File: config.mk
export PLATFORM = sky130hd
export DESIGN_NAME = scan_display_driver
export DESIGN_NICKNAME = d
export VERILOG_FILES = /design/src/rtl/display_pkg.sv /design/src/rtl/refresh_prescaler.sv /design/src/rtl/scan_display_driver.sv
export SDC_FILE = /design/constraint.sdc
export NUM_CORES = 1
export LEC_CHECK = 0
export ABC_CLOCK_PERIOD_IN_PS = 1850
export CELL_PAD_IN_SITES_DETAIL_PLACEMENT = 1
export CELL_PAD_IN_SITES_GLOBAL_PLACEMENT = 2
export CORE_ASPECT_RATIO = 1.2
export CORE_UTILIZATION = 35
export DETAILED_ROUTE_END_ITERATION = 8
export PLACE_DENSITY_LB_ADDON = 0.1
export SYNTH_ARGS = -nofsm -noshare
export SYNTH_HDL_FRONTEND = slang
export SYNTH_SLANG_ARGS = --single-unit
File: constraint.sdc
create_clock -name clock -period 1.85 [get_ports clock]
set_input_delay 0.37 -clock clock [delete_from_list [all_inputs] [get_ports clock]]
set_output_delay 0.37 -clock clock [all_outputs]
set_load 0.05 [all_outputs]
File: src/rtl/display_pkg.sv
// Shared 7-segment constants for the display path: active-low {a,b,c,d,e,f,g,dp} patterns
// and a BCD-to-segment helper used by the formatters that feed scan_display_driver.
package display_pkg;

  localparam logic [7:0] SEG_BLANK = 8'hFF;
  localparam logic [7:0] AN_NONE   = 8'hFF;

  localparam logic [7:0] SEG_DIGIT [0:9] = '{
    8'h03, 8'h9F, 8'h25, 8'h0D, 8'h99,
    8'h49, 8'h41, 8'h1F, 8'h01, 8'h09
  };

  localparam logic [7:0] SEG_H = 8'h91;
  localparam logic [7:0] SEG_E = 8'h61;
  localparam logic [7:0] SEG_L = 8'hE3;
  localparam logic [7:0] SEG_O = 8'h03;
  localparam logic [7:0] SEG_F = 8'h71;
  localparam logic [7:0] SEG_I = 8'hF3;
  localparam logic [7:0] SEG_N = 8'hD5;

  // Non-decimal codes render as a blank digit rather than garbage segments.
  function automatic logic [7:0] seg_of_bcd(input logic [3:0] bcd);
    return (bcd <= 4'd9) ? SEG_DIGIT[bcd] : SEG_BLANK;
  endfunction

endpackage

File: src/rtl/refresh_prescaler.sv
// Free-running divider producing a one-cycle clock-enable (tick) every DIV cycles;
// it never generates a derived clock.
module refresh_prescaler #(
  parameter int DIV = 16384
) (
  input  logic clock,
  input  logic reset_n,
  output logic tick
);

  localparam int            CW   = (DIV > 1) ? $clog2(DIV) : 1;
  localparam logic [CW-1:0] LAST = CW'(DIV - 1);

  logic [CW-1:0] r_count;

  always_ff @(posedge clock or negedge reset_n) begin
    if (!reset_n) begin
      r_count <= '0;
    end else if (r_count == LAST) begin
      r_count <= '0;
    end else begin
      r_count <= r_count + CW'(1);
    end
  end

  assign tick = (r_count == LAST);

endmodule

File: src/rtl/scan_display_driver.sv
// Double-buffered time-multiplexed driver for a common-anode 7-segment bank (active-low pins).
// Optional blinking is compiled in with `define SCAN_DISPLAY_BLINK_EN.
module scan_display_driver
  import display_pkg::*;
#(
  parameter int NUM_DIGITS   = 8,
  parameter int REFRESH_DIV  = 16384,
  parameter int BLINK_FRAMES = 32
) (
  input  logic                    clock,
  input  logic                    reset_n,
  input  logic                    load,
  input  logic [8*NUM_DIGITS-1:0] digit_data,
  input  logic [NUM_DIGITS-1:0]   digit_en,
  input  logic [NUM_DIGITS-1:0]   blink_mask,
  output logic [7:0]              seq,
  output logic [NUM_DIGITS-1:0]   an,
  output logic                    frame_done
);

  localparam int                    IDX_W    = $clog2(NUM_DIGITS);
  localparam logic [IDX_W-1:0]      LAST_IDX = IDX_W'(NUM_DIGITS - 1);
  localparam logic [NUM_DIGITS-1:0] AN_ONE   = NUM_DIGITS'(1);

  logic                    w_tick;
  logic                    w_boundary;
  logic [IDX_W-1:0]        r_idx;
  logic [8*NUM_DIGITS-1:0] r_act_data, r_pend_data;
  logic [NUM_DIGITS-1:0]   r_act_en, r_pend_en;
  logic [NUM_DIGITS-1:0]   r_act_blink, r_pend_blink;
  logic                    r_pend_valid;
  logic [NUM_DIGITS-1:0]   w_visible;
  logic [7:0]              w_digit [NUM_DIGITS];

  generate
    for (genvar gi = 0; gi < NUM_DIGITS; gi++) begin : g_unpack
      assign w_digit[gi] = r_act_data[8*gi +: 8];
    end
  endgenerate

  refresh_prescaler #(.DIV(REFRESH_DIV)) u_prescaler (
    .clock   (clock),
    .reset_n (reset_n),
    .tick    (w_tick)
  );

  assign w_boundary = w_tick && (r_idx == LAST_IDX);

  // Disabled digits still consume their slot so duty cycle is content-independent.
  always_ff @(posedge clock or negedge reset_n) begin
    if (!reset_n) begin
      r_idx <= '0;
    end else if (w_tick) begin
      r_idx <= (r_idx == LAST_IDX) ? '0 : r_idx + IDX_W'(1);
    end
  end

  always_ff @(posedge clock or negedge reset_n) begin
    if (!reset_n) begin
      r_act_data   <= {NUM_DIGITS{SEG_BLANK}};
      r_act_en     <= '0;
      r_act_blink  <= '0;
      r_pend_data  <= {NUM_DIGITS{SEG_BLANK}};
      r_pend_en    <= '0;
      r_pend_blink <= '0;
      r_pend_valid <= 1'b0;
    end else if (load && w_boundary) begin
      // A load landing on the frame boundary skips the pending stage entirely.
      r_act_data   <= digit_data;
      r_act_en     <= digit_en;
      r_act_blink  <= blink_mask;
      r_pend_valid <= 1'b0;
    end else begin
      if (w_boundary && r_pend_valid) begin
        r_act_data   <= r_pend_data;
        r_act_en     <= r_pend_en;
        r_act_blink  <= r_pend_blink;
        r_pend_valid <= 1'b0;
      end
      if (load) begin
        r_pend_data  <= digit_data;
        r_pend_en    <= digit_en;
        r_pend_blink <= blink_mask;
        r_pend_valid <= 1'b1;
      end
    end
  end

`ifdef SCAN_DISPLAY_BLINK_EN
  localparam int               FRAME_W    = (BLINK_FRAMES > 1) ? $clog2(BLINK_FRAMES) : 1;
  localparam logic [FRAME_W-1:0] LAST_FRAME = FRAME_W'(BLINK_FRAMES - 1);

  logic [FRAME_W-1:0] r_frame;
  logic               r_phase;

  always_ff @(posedge clock or negedge reset_n) begin
    if (!reset_n) begin
      r_frame <= '0;
      r_phase <= 1'b0;
    end else if (w_boundary) begin
      if (r_frame == LAST_FRAME) begin
        r_frame <= '0;
        r_phase <= ~r_phase;
      end else begin
        r_frame <= r_frame + FRAME_W'(1);
      end
    end
  end

  assign w_visible = r_act_en & ~(r_act_blink & {NUM_DIGITS{r_phase}});
`else
  logic w_unused_blink;
  assign w_unused_blink = ^{r_act_blink, 1'(BLINK_FRAMES)};
  assign w_visible      = r_act_en;
`endif

  // Pins follow r_idx one cycle late, so a new slot appears the cycle after its tick.
  always_ff @(posedge clock or negedge reset_n) begin
    if (!reset_n) begin
      seq        <= SEG_BLANK;
      an         <= AN_NONE[NUM_DIGITS-1:0];
      frame_done <= 1'b0;
    end else begin
      frame_done <= w_boundary;
      if (w_visible[r_idx]) begin
        seq <= w_digit[r_idx];
        an  <= ~(AN_ONE << r_idx);
      end else begin
        seq <= SEG_BLANK;
        an  <= AN_NONE[NUM_DIGITS-1:0];
      end
    end
  end

endmodule

After elaboration in Yosys (flattened, before gate mapping)
Cells that the tools add are included.
{"block": "op_classes", "muxes": 16, "magnitude_cmp": 2, "n_shift": 1, "bitwise": 3, "n_eq_ne": 2, "add_sub_neg": 2, "reduce_logical": 6}
{"cell": "64-bit 2-to-1 mux", "n": 2}
{"cell": "8-bit 2-to-1 mux", "n": 6}
{"cell": "8-bit binary-select mux with 3-bit select", "n": 1}
{"cell": "14-bit by 1-bit adder with 14-bit output (second input constant)", "n": 1}
{"cell": "14-bit equality test (second input constant)", "n": 1}
{"cell": "14-bit 2-to-1 mux", "n": 1}
{"cell": "8-bit inverter", "n": 1}
{"cell": "1-bit by 3-bit << shifter with 8-bit output (first input constant)", "n": 1}
{"cell": "4-bit greater-or-equal comparator (second input constant)", "n": 1}
{"cell": "3-bit by 4-bit < comparator with 1-bit output (second input constant)", "n": 1}
{"cell": "1-bit 2-to-1 mux", "n": 4}
{"cell": "3-bit inverter with 4-bit output", "n": 1}
{"cell": "3-bit by 1-bit adder with 3-bit output (second input constant)", "n": 1}
{"cell": "1-bit binary-select mux with 3-bit select", "n": 1}
{"cell": "3-bit equality test (second input constant)", "n": 1}
{"cell": "1-bit logical AND", "n": 3}
{"cell": "3-bit 2-to-1 mux", "n": 1}
{"cell": "3-bit nonzero test", "n": 1}
{"cell": "2-bit AND reduction", "n": 1}
{"cell": "2-bit nonzero test", "n": 1}
{"cell": "1-bit inverter", "n": 1}
{"block": "totals", "reg_bits": 179, "in_bits": 83}

Depth between registers and ports, before layout
Gate-level depths: netlist (run 1).
{"block": "depth", "depth_word": 6, "depth_mapped": 8}

Cells and area by module
From an unflattened synthesis (run 1), not the netlist that was laid out.
{"block": "unflattened", "hier_cells": 758, "area_unflattened_um2": 8959.8}
{"module": "scan_display_driver", "n_inst": 1, "cells_each": 699, "area_per_inst_um2": 8323.0, "seq_area_each_um2": 4309.1}
{"module": "refresh_prescaler", "n_inst": 1, "cells_each": 59, "area_per_inst_um2": 636.9, "seq_area_each_um2": 350.3}

Worst setup path after synthesis (run 1)
Ideal clock, no wire load.
{"block": "synth_path", "path_kind": "register to register", "startpoint": "reg r_idx[0]", "endpoint": "reg r_pend_en[0]", "path_stages_with_launch": 9, "required_ns": 1.722, "setup_ns": 0.128, "t_arrival_ns": 1.830, "path_slack_ns": -0.108, "n_path_buf": 2, "period_less_slack_ns": 1.958, "path_cell_list": "dfrtp_1 ha_1 ha_1 nand3_1 nor4_2 nand2b_1 buf_2 buf_4 mux2_1"}
{"block": "synth_via", "elab_chain_cells": 5}
{"item": "from (decl)", "line": "scan_display_driver.sv:27", "rtl": "logic [IDX_W-1:0] r_idx;"}
{"item": "from (signal assigned)", "line": "scan_display_driver.sv:54", "rtl": "r_idx <= (r_idx == LAST_IDX) ? '0 : r_idx + IDX_W'(1);"}
{"item": "3-bit equality test", "line": "scan_display_driver.sv:47", "rtl": "assign w_boundary = w_tick && (r_idx == LAST_IDX);"}
{"item": "1-bit logical AND", "line": "scan_display_driver.sv:47"}
{"item": "net w_boundary", "line": "scan_display_driver.sv:26", "rtl": "logic w_boundary;"}
{"item": "1-bit logical AND", "line": "scan_display_driver.sv:67", "rtl": "end else if (load && w_boundary) begin"}
{"item": "1-bit inverter (no line)"}
{"item": "2-bit AND reduction (no line)"}
{"item": "to (signal assigned)", "line": "scan_display_driver.sv:82", "rtl": "r_pend_en <= digit_en;"}
{"item": "to (decl)", "line": "scan_display_driver.sv:29", "rtl": "logic [NUM_DIGITS-1:0] r_act_en, r_pend_en;"}
The timed path passes the listed nets, and every way through them passes these cells.
A chain may end at the register's enable or synchronous reset.

Worst setup path in the final report (run 1)
{"block": "layout_path", "startpoint": "reg u_prescaler.r_count[0]", "endpoint": "reg r_act_data[37]"}
{"block": "layout_via", "elab_chain_cells": 4}
{"item": "from (decl)", "line": "refresh_prescaler.sv:14", "rtl": "logic [CW-1:0] r_count;"}
{"item": "from (signal assigned)", "line": "refresh_prescaler.sv:22", "rtl": "r_count <= r_count + CW'(1);"}
{"item": "14-bit equality test (*)", "line": "refresh_prescaler.sv:26", "rtl": "assign tick = (r_count == LAST);"}
{"item": "1-bit logical AND (*)", "line": "scan_display_driver.sv:47"}
{"item": "1-bit logical AND (on tied branches)", "line": "scan_display_driver.sv:67, scan_display_driver.sv:74"}
{"item": "64-bit 2-to-1 mux or 2-bit nonzero test (tied branches)"}
{"item": "to (signal assigned)", "line": "scan_display_driver.sv:60", "rtl": "r_act_data <= {NUM_DIGITS{SEG_BLANK}};"}
{"item": "to (signal assigned)", "line": "scan_display_driver.sv:69", "rtl": "r_act_data <= digit_data;"}
{"item": "to (signal assigned)", "line": "scan_display_driver.sv:75", "rtl": "r_act_data <= r_pend_data;"}
{"item": "to (decl)", "line": "scan_display_driver.sv:28", "rtl": "logic [8*NUM_DIGITS-1:0] r_act_data, r_pend_data;"}
Mark *: on every way between the ends. The rest lies on a longest branch, timed or not.

==> results of run 1 <==
## metal layers
metal,global-route usage,vias up,wire [um]
li1,-,2599,-
met3,0.02673,19,693
met4,0.05563,0,266
met2,0.3233,112,12800
met5,0,-,0
met1,0.2402,3077,10440
## power groups by stage
stage	clock network [W]	logic [W]	registers [W]
after floorplan	0	0.000421	0.00446
after global placement	0	0.000846	0.00445
after detailed placement	0	0.000872	0.00447
after CTS	0.00398	0.000923	0.00441
after global routing	0.00413	0.00114	0.00445
final	0.00389	0.00105	0.00442
## kinds of logic after synthesis
family	Yosys count	share of synthesized area
compound gates	150	0.09154
xor+xnor	10	0.01063
fa+ha+maj	7	0.01063
buf+inv	51	0.03977
flops	179	0.5654
mux	163	0.2364
simple gates	72	0.04570
## cell type report
type,instances,area share
tap,315,0.03374
inverter,3,0.0009641
timing repair buffer,181,0.1766
clock inverter,14,0.01618
clock buffer,18,0.03856
sequential,179,0.3989
multi-input combinational,404,0.3350
## state kept, by name (all words and copies together) (netlist names)
register,flops
an,8
frame_done,1
r_act_data,64
r_act_en,8
r_idx,3
r_pend_data,64
r_pend_en,8
r_pend_valid,1
seq,8
u_prescaler.r_count,14
## through the flow
step / setup WS, ps / TNS (ps) / utilization / cell area (sq um) / power [W]
final: -190.2 / -16660 / 0.5051 / 11680 / 0.009365
after global routing: -256.0 / -27840 / 0.5051 / 11680 / 0.009719
after CTS: -174.5 / -17000 / 0.4597 / 10630 / 0.009315
after detailed placement: -180.5 / -19040 / 0.4243 / 9812 / 0.005343
after global placement: -134.6 / -11790 / 0.4243 / 9812 / 0.005301
after floorplan: -25.81 / -169.9 / - / 8334 / 0.004877
## how the worst max path moves through the flow
| stage | start | end | slack (ps) |
|---|---|---|---|
| floorplan | r_idx[0] | r_pend_en[0] | -30 |
| detailed placement | u_prescaler.r_count[5] | r_act_data[5] | -180 |
| global placement | r_idx[0] | r_pend_en[7] | -130 |
| CTS | u_prescaler.r_count[1] | r_pend_data[11] | -170 |
| global route | u_prescaler.r_count[1] | r_act_data[5] | -260 |
| finish | u_prescaler.r_count[0] | r_act_data[37] | -190 |
## cells in the final DEF (no fill, tap or decap), types with 8 or more instances in the layout
master	Yosys	layout
buf_6	3	9
nand3_1	15	13
clkbuf_16	0	29
clkdlybuf4s50_1	0	72
mux2i_1	72	72
mux2_1	71	36
nand2_1	28	28
dfrtp_1	35	35
nor2_1	8	8
o21ai_2	0	70
o21ai_0	59	29
mux2_4	0	36
o21ai_1	90	35
dfstp_2	144	144
buf_12	0	18
o21ai_4	0	15
buf_4	7	64
mux4_2	18	18
## what timing repair did
item                                    in CTS  in global routing
endpoints found under the setup margin     157                157
cloned                                       1                 19
pin swaps                                    1                 71
buffers inserted                             4                 14
endpoints found under the hold margin       10                  0
hold buffers                                 1                  0
gates resized for setup                     25                173
## worst min-delay path: stages
cell	delay [ps]
buf_4	150
nor2_1	120
nor2_1	110
==> metrics, run 1 <==
gpl congestion=0.7339; top post-synthesis cells by count=dfstp_2, o21ai_1, mux2i_1; sw frac=0.2526; Worst-Margin Slew=709.8 ps; Post-Route WL=24.20 mm; asr flop ratio synth=1.000; area of the multi-input gates=3913 sq um; delay-heaviest family, CP=simple AND/OR/NAND/NOR gates; vias in the first global route=6107; # fillers=2296; Max Clk Rate=490.2 MHz; internal power=0.006999 W; Logic pwr share=0.113; initial core utilization=0.3564; Placed Cells=1044; synthesized area=8242 sq um; CP arrival=2400 ps; register area share after synthesis=0.5654; Hold Path Stages=3; Max Cap Viol=0; H-tree Lvls=4; critical path class=register to register; worst skew pair latency=430 ps; Setup Skew=11.80 ps; routed len/inst=21.73 um; CTS Buf Count=17; reg2reg end=r_act_data[37]; worst hold path type=input port to register; gr ovfl total=0; initial antenna violation count=0; post-route setup slack=-190.2 ps; fin crit share=1.103; Final nets=876; Min Hold Slack=378.1 ps; via density per instance=5.213; count leader, synth=dfstp_2; Max Fanout on Critical Path=7; failing checks=setup timing; Synth top area share=0.4591; worst reg2reg path startpoint=u_prescaler.r_count[0]; FF+latch area=4659 sq um; Top Ports=100; DP HPWL=14.41 mm; Avg Synthesized Cell Area=13.04 sq um; Critical Path Start Type=register; EDFF count, synth=0; non-filler instance count after layout=1114; part of the power in registers=0.472; Net Count, Synth=722; Worst R2R Path Depth=7; status=finished, violations left; reg-to-reg slack, setup=-190 ps; Crit. path cell count=7; Hold Crit Endpoint=r_pend_valid; core area=23130 sq um; Clk network pwr share=0.415; Slew headroom=0.5250; Final Setup Violations=148; Worst Path Required=2210 ps; Yosys warnings=0; Slowest cell on crit path=or4_4; share of layout cells above drive strength 1=0.5507; pwr dens=801.8 nW/um^2; Layout area overhead=41.72%; # DRC=0; pin count of the biggest net entering global routing=55; Clock Root Buffer=clkbuf_16; CTS Sinks=179; drt pass-1 iters=4; hold_sp=load; area leader, netlist=dfstp_2; Crit. End Element=register; CTS tree=yes; Mapped Cells=632; minimum clock period=2040 ps; Synth Flop Type=dfstp_2; GR Util All Layers=0.1865; Worst Path Buf+Inv=2; Clk pin slew, worst setup/hold paths=80 ps; ANT cells=0; first-pass GRT wire length=34.01 mm; #FFs+latches synth=179; final max-slew violation count=0; I/O Buffers=91; Die ar.=24170 sq um; post-route ant nets=0; DRT iter0 DRCs=212; Netlist cell types=37; CP cell instances=ha_4 > buf_6 > and3_4 > nand2_4 > or4_4 > clkbuf_16 > o21ai_2; largest cells by area after synthesis=dfstp_2, dfrtp_1, mux2_1, mux2i_1, o21ai_1; worst-case vdd ir drop=0.6378 mV; Net Sw Power=0.002366 W; P_leak=4.793 nW; Max stage delay on crit path=690 ps; maximum clock path buffer count=2; DIE HEIGHT=170.1 um; RSZ-0062 raised after global routing=yes; Die Wd=142.1 um; Rows=61; Final Hold Viols=0; via count=5807
(Power assumes the default switching activity.)
==> run 2: changes to the inputs <==
--- a/constraint.sdc
+++ b/constraint.sdc
@@ -3,2 +3,2 @@
 set_output_delay 0.37 -clock clock [all_outputs]
-set_load 0.05 [all_outputs]
+set_load 0.005 [all_outputs]
==> run 2 against run 1 <==
The flow still finishes with violations (setup timing). Final area is 4.2% lower. Via count decreased by 4.5%. Total power shrank 0.22%. First-iteration DRC count up 0.94%. Worst setup slack improved by 41 ps. Die area unchanged. Critical endpoint is now r_act_data[40]. Global-route usage grew 0.17 points. Worst hold slack lost 69 ps. Non-clock buffer count down 14. Critical path depth is the same. Critical path type unchanged. Fmax increased by 2.1%. Highest routed layer unchanged.
==> metrics, run 2 (synthesis results as in run 1) <==
status=finished, violations left; failing checks=setup timing; critical path class=register to register; final max-slew violation count=0 (unchanged); Max stage delay on crit path=580 ps (-110 ps); Hold Path Stages=3 (unchanged); # fillers=2343 (+2.0%); Slew headroom=0.4660 (-0.05903); DP HPWL=14.31 mm (-0.74%); Critical Path Start Type=register; most frequent cells in the layout=dfstp_2, o21ai_1, clkdlybuf4s50_1; initial antenna violation count=0 (unchanged); RSZ-0062 raised after global routing=yes; delay-heaviest family, CP=simple AND/OR/NAND/NOR gates; routed len/inst=19.98 um (-8.0%); reg-to-reg slack, setup=-150 ps (+40 ps); Max Cap Viol=0 (unchanged); Top Ports=100 (unchanged); biggest regs=r_act_data (64), r_pend_data (64), u_prescaler.r_count (14); Overall Power=0.009344 W (-0.22%); Placed Cells=1042 (-0.19%); # DRC=0 (unchanged); Hold Crit Endpoint=r_pend_valid; reg2reg end=r_act_data[40]; Slowest cell on crit path=or4_4; post-route ant nets=0 (unchanged); Placed Area=9839 sq um (+0.28%); Final nets=861 (-1.7%); worst skew pair latency=440 ps (about the same); vias in the first global route=6101 (-0.098%); fin crit share=1.081 (-0.02216); Layout area overhead=35.72%; Worst-Margin Slew=798.0 ps (+88.20 ps); Rows=61 (unchanged); pin count of the biggest net entering global routing=63 (+15%); post-route cell area=11190 sq um (-4.2%); CTS tree=yes; via density per instance=5.045 (-3.2%); core area=23130 sq um (unchanged); Die Wd=142.1 um (unchanged); Final Hold Viols=0 (unchanged); Worst R2R Path Depth=7 (unchanged); commonest non-fill, non-tap cell in the layout=dfstp_2; Final Setup Violations=158 (+6.8%); Post-Route WL=21.96 mm (-9.3%); Clk pin slew, worst setup/hold paths=70 ps (about the same); Clock Root Buffer=clkbuf_16; Top cell by count, worst path=ha_4; first-pass GRT wire length=34.36 mm (+1.0%); share of layout cells above drive strength 1=0.4605 (-0.09023); pwr dens=835.3 nW/um^2 (+4.2%); hold_sp=load; Worst Path Buf+Inv=2 (unchanged); worst reg2reg path startpoint=r_idx[0]; non-filler instance count after layout=1099 (-1.3%); CTS Buf Count=17 (unchanged); DRT iter0 DRCs=214 (+0.94%); pre-CTS setup slack=-222.4 ps (-41.90 ps); GR Util All Layers=0.1882 (+0.001735); minimum clock period=1999 ps (-40.99 ps); Die ar.=24170 sq um (unchanged); gr ovfl total=0 (unchanged); DIE HEIGHT=170.1 um (unchanged); CP arrival=2350 ps (-50 ps); Max Fanout on Critical Path=51 (+44); Setup Skew=12.71 ps (+0.9083 ps); Max Clk Rate=500.2 MHz (+2.1%); post-route setup slack=-149.2 ps (+40.99 ps); P_leak=4.592 nW (-4.2%); CP cell instances=ha_4 > ha_4 > nand3_4 > buf_6 > or4_4 > buf_12 > o21ai_1; ANT cells=0 (unchanged); Crit. End Element=register; maximum clock path buffer count=2 (unchanged); gpl congestion=0.7354 (+0.20%); worst-case vdd ir drop=0.6731 mV (+5.5%); worst hold path type=input port to register; I/O Buffers=91 (unchanged); via count=5545 (-4.5%); Worst Path Required=2200 ps (about the same); H-tree Lvls=4 (unchanged); drt pass-1 iters=4 (unchanged); CTS Sinks=179 (unchanged); initial core utilization=0.3564 (unchanged)
-- run 2: cell count changes in the layout (fill, tap and decap cells not counted), moves of 14 or more --
cell     delta
buf_4      -17
o21ai_0    +18
o21ai_1    +61
o21ai_4    -14
mux2_1     -16
o21ai_2    -65
mux2_4     +15
-- run 2: per-layer routing --
metal	track usage	wire, um
met5	0	0
met4	0.04909	176
met3	0.02870	454
met2	0.3310	11620
met1	0.2398	9709
-- run 2: what timing repair did --
item,CTS,global route
gates cloned,2,4
resized for setup,54,72
hold buffers,1,0
setup buffers,10,11
pin swaps,2,8
hold endpoints to repair,3,0
endpoints found under the setup margin,163,164
-- run 2: worst max-delay path by stage --
stage,startpoint,to,slack (ps),cells after the start
6_report,r_idx[0],r_act_data[40],-150,7
5_1_grt,u_prescaler.r_count[0],r_act_data[40],-240,7
4_1_cts,r_idx[0],r_act_data[48],-160,7
3_5_place_dp,u_prescaler.r_count[4],r_act_en[3],-220,5
3_3_place_gp,r_idx[0],r_pend_en[7],-140,8
2_1_floorplan,r_idx[0],r_pend_en[0],-30,8
-- run 2: final cells by class --
class	count	area [sq um]	share of cell area
Inverter	3	16.27	0.001454
Tap cell	315	394.1	0.03523
Multi-Input combinational cell	403	3620	0.3236
Timing Repair Buffer	167	1857	0.1660
Clock inverter	14	188.9	0.01689
Clock buffer	18	450.4	0.04027
Sequential cell	179	4659	0.4166
-- run 2: tightest hold or removal path: stages --
cell	delay (ps)
buf_4	160
nor2_1	80
nor2_1	90
-- run 2: per-stage QoR --
step                utilization  hold WS, ps  TNS (ps)
CTS                      0.4694        297.5    -14890
global route             0.4837        329.5    -27480
floorplan                     -        74.41    -169.9
global placement         0.4255        301.4    -11730
detailed placement       0.4255        315.3    -18330
finish                   0.4837        309.5    -12950
-- run 2: report_power, final --
part           switching, W  internal, W
Combinational      0.000425     0.000561
Sequential         0.000123      0.00430
Clock               0.00169      0.00225
Total               0.00223      0.00711
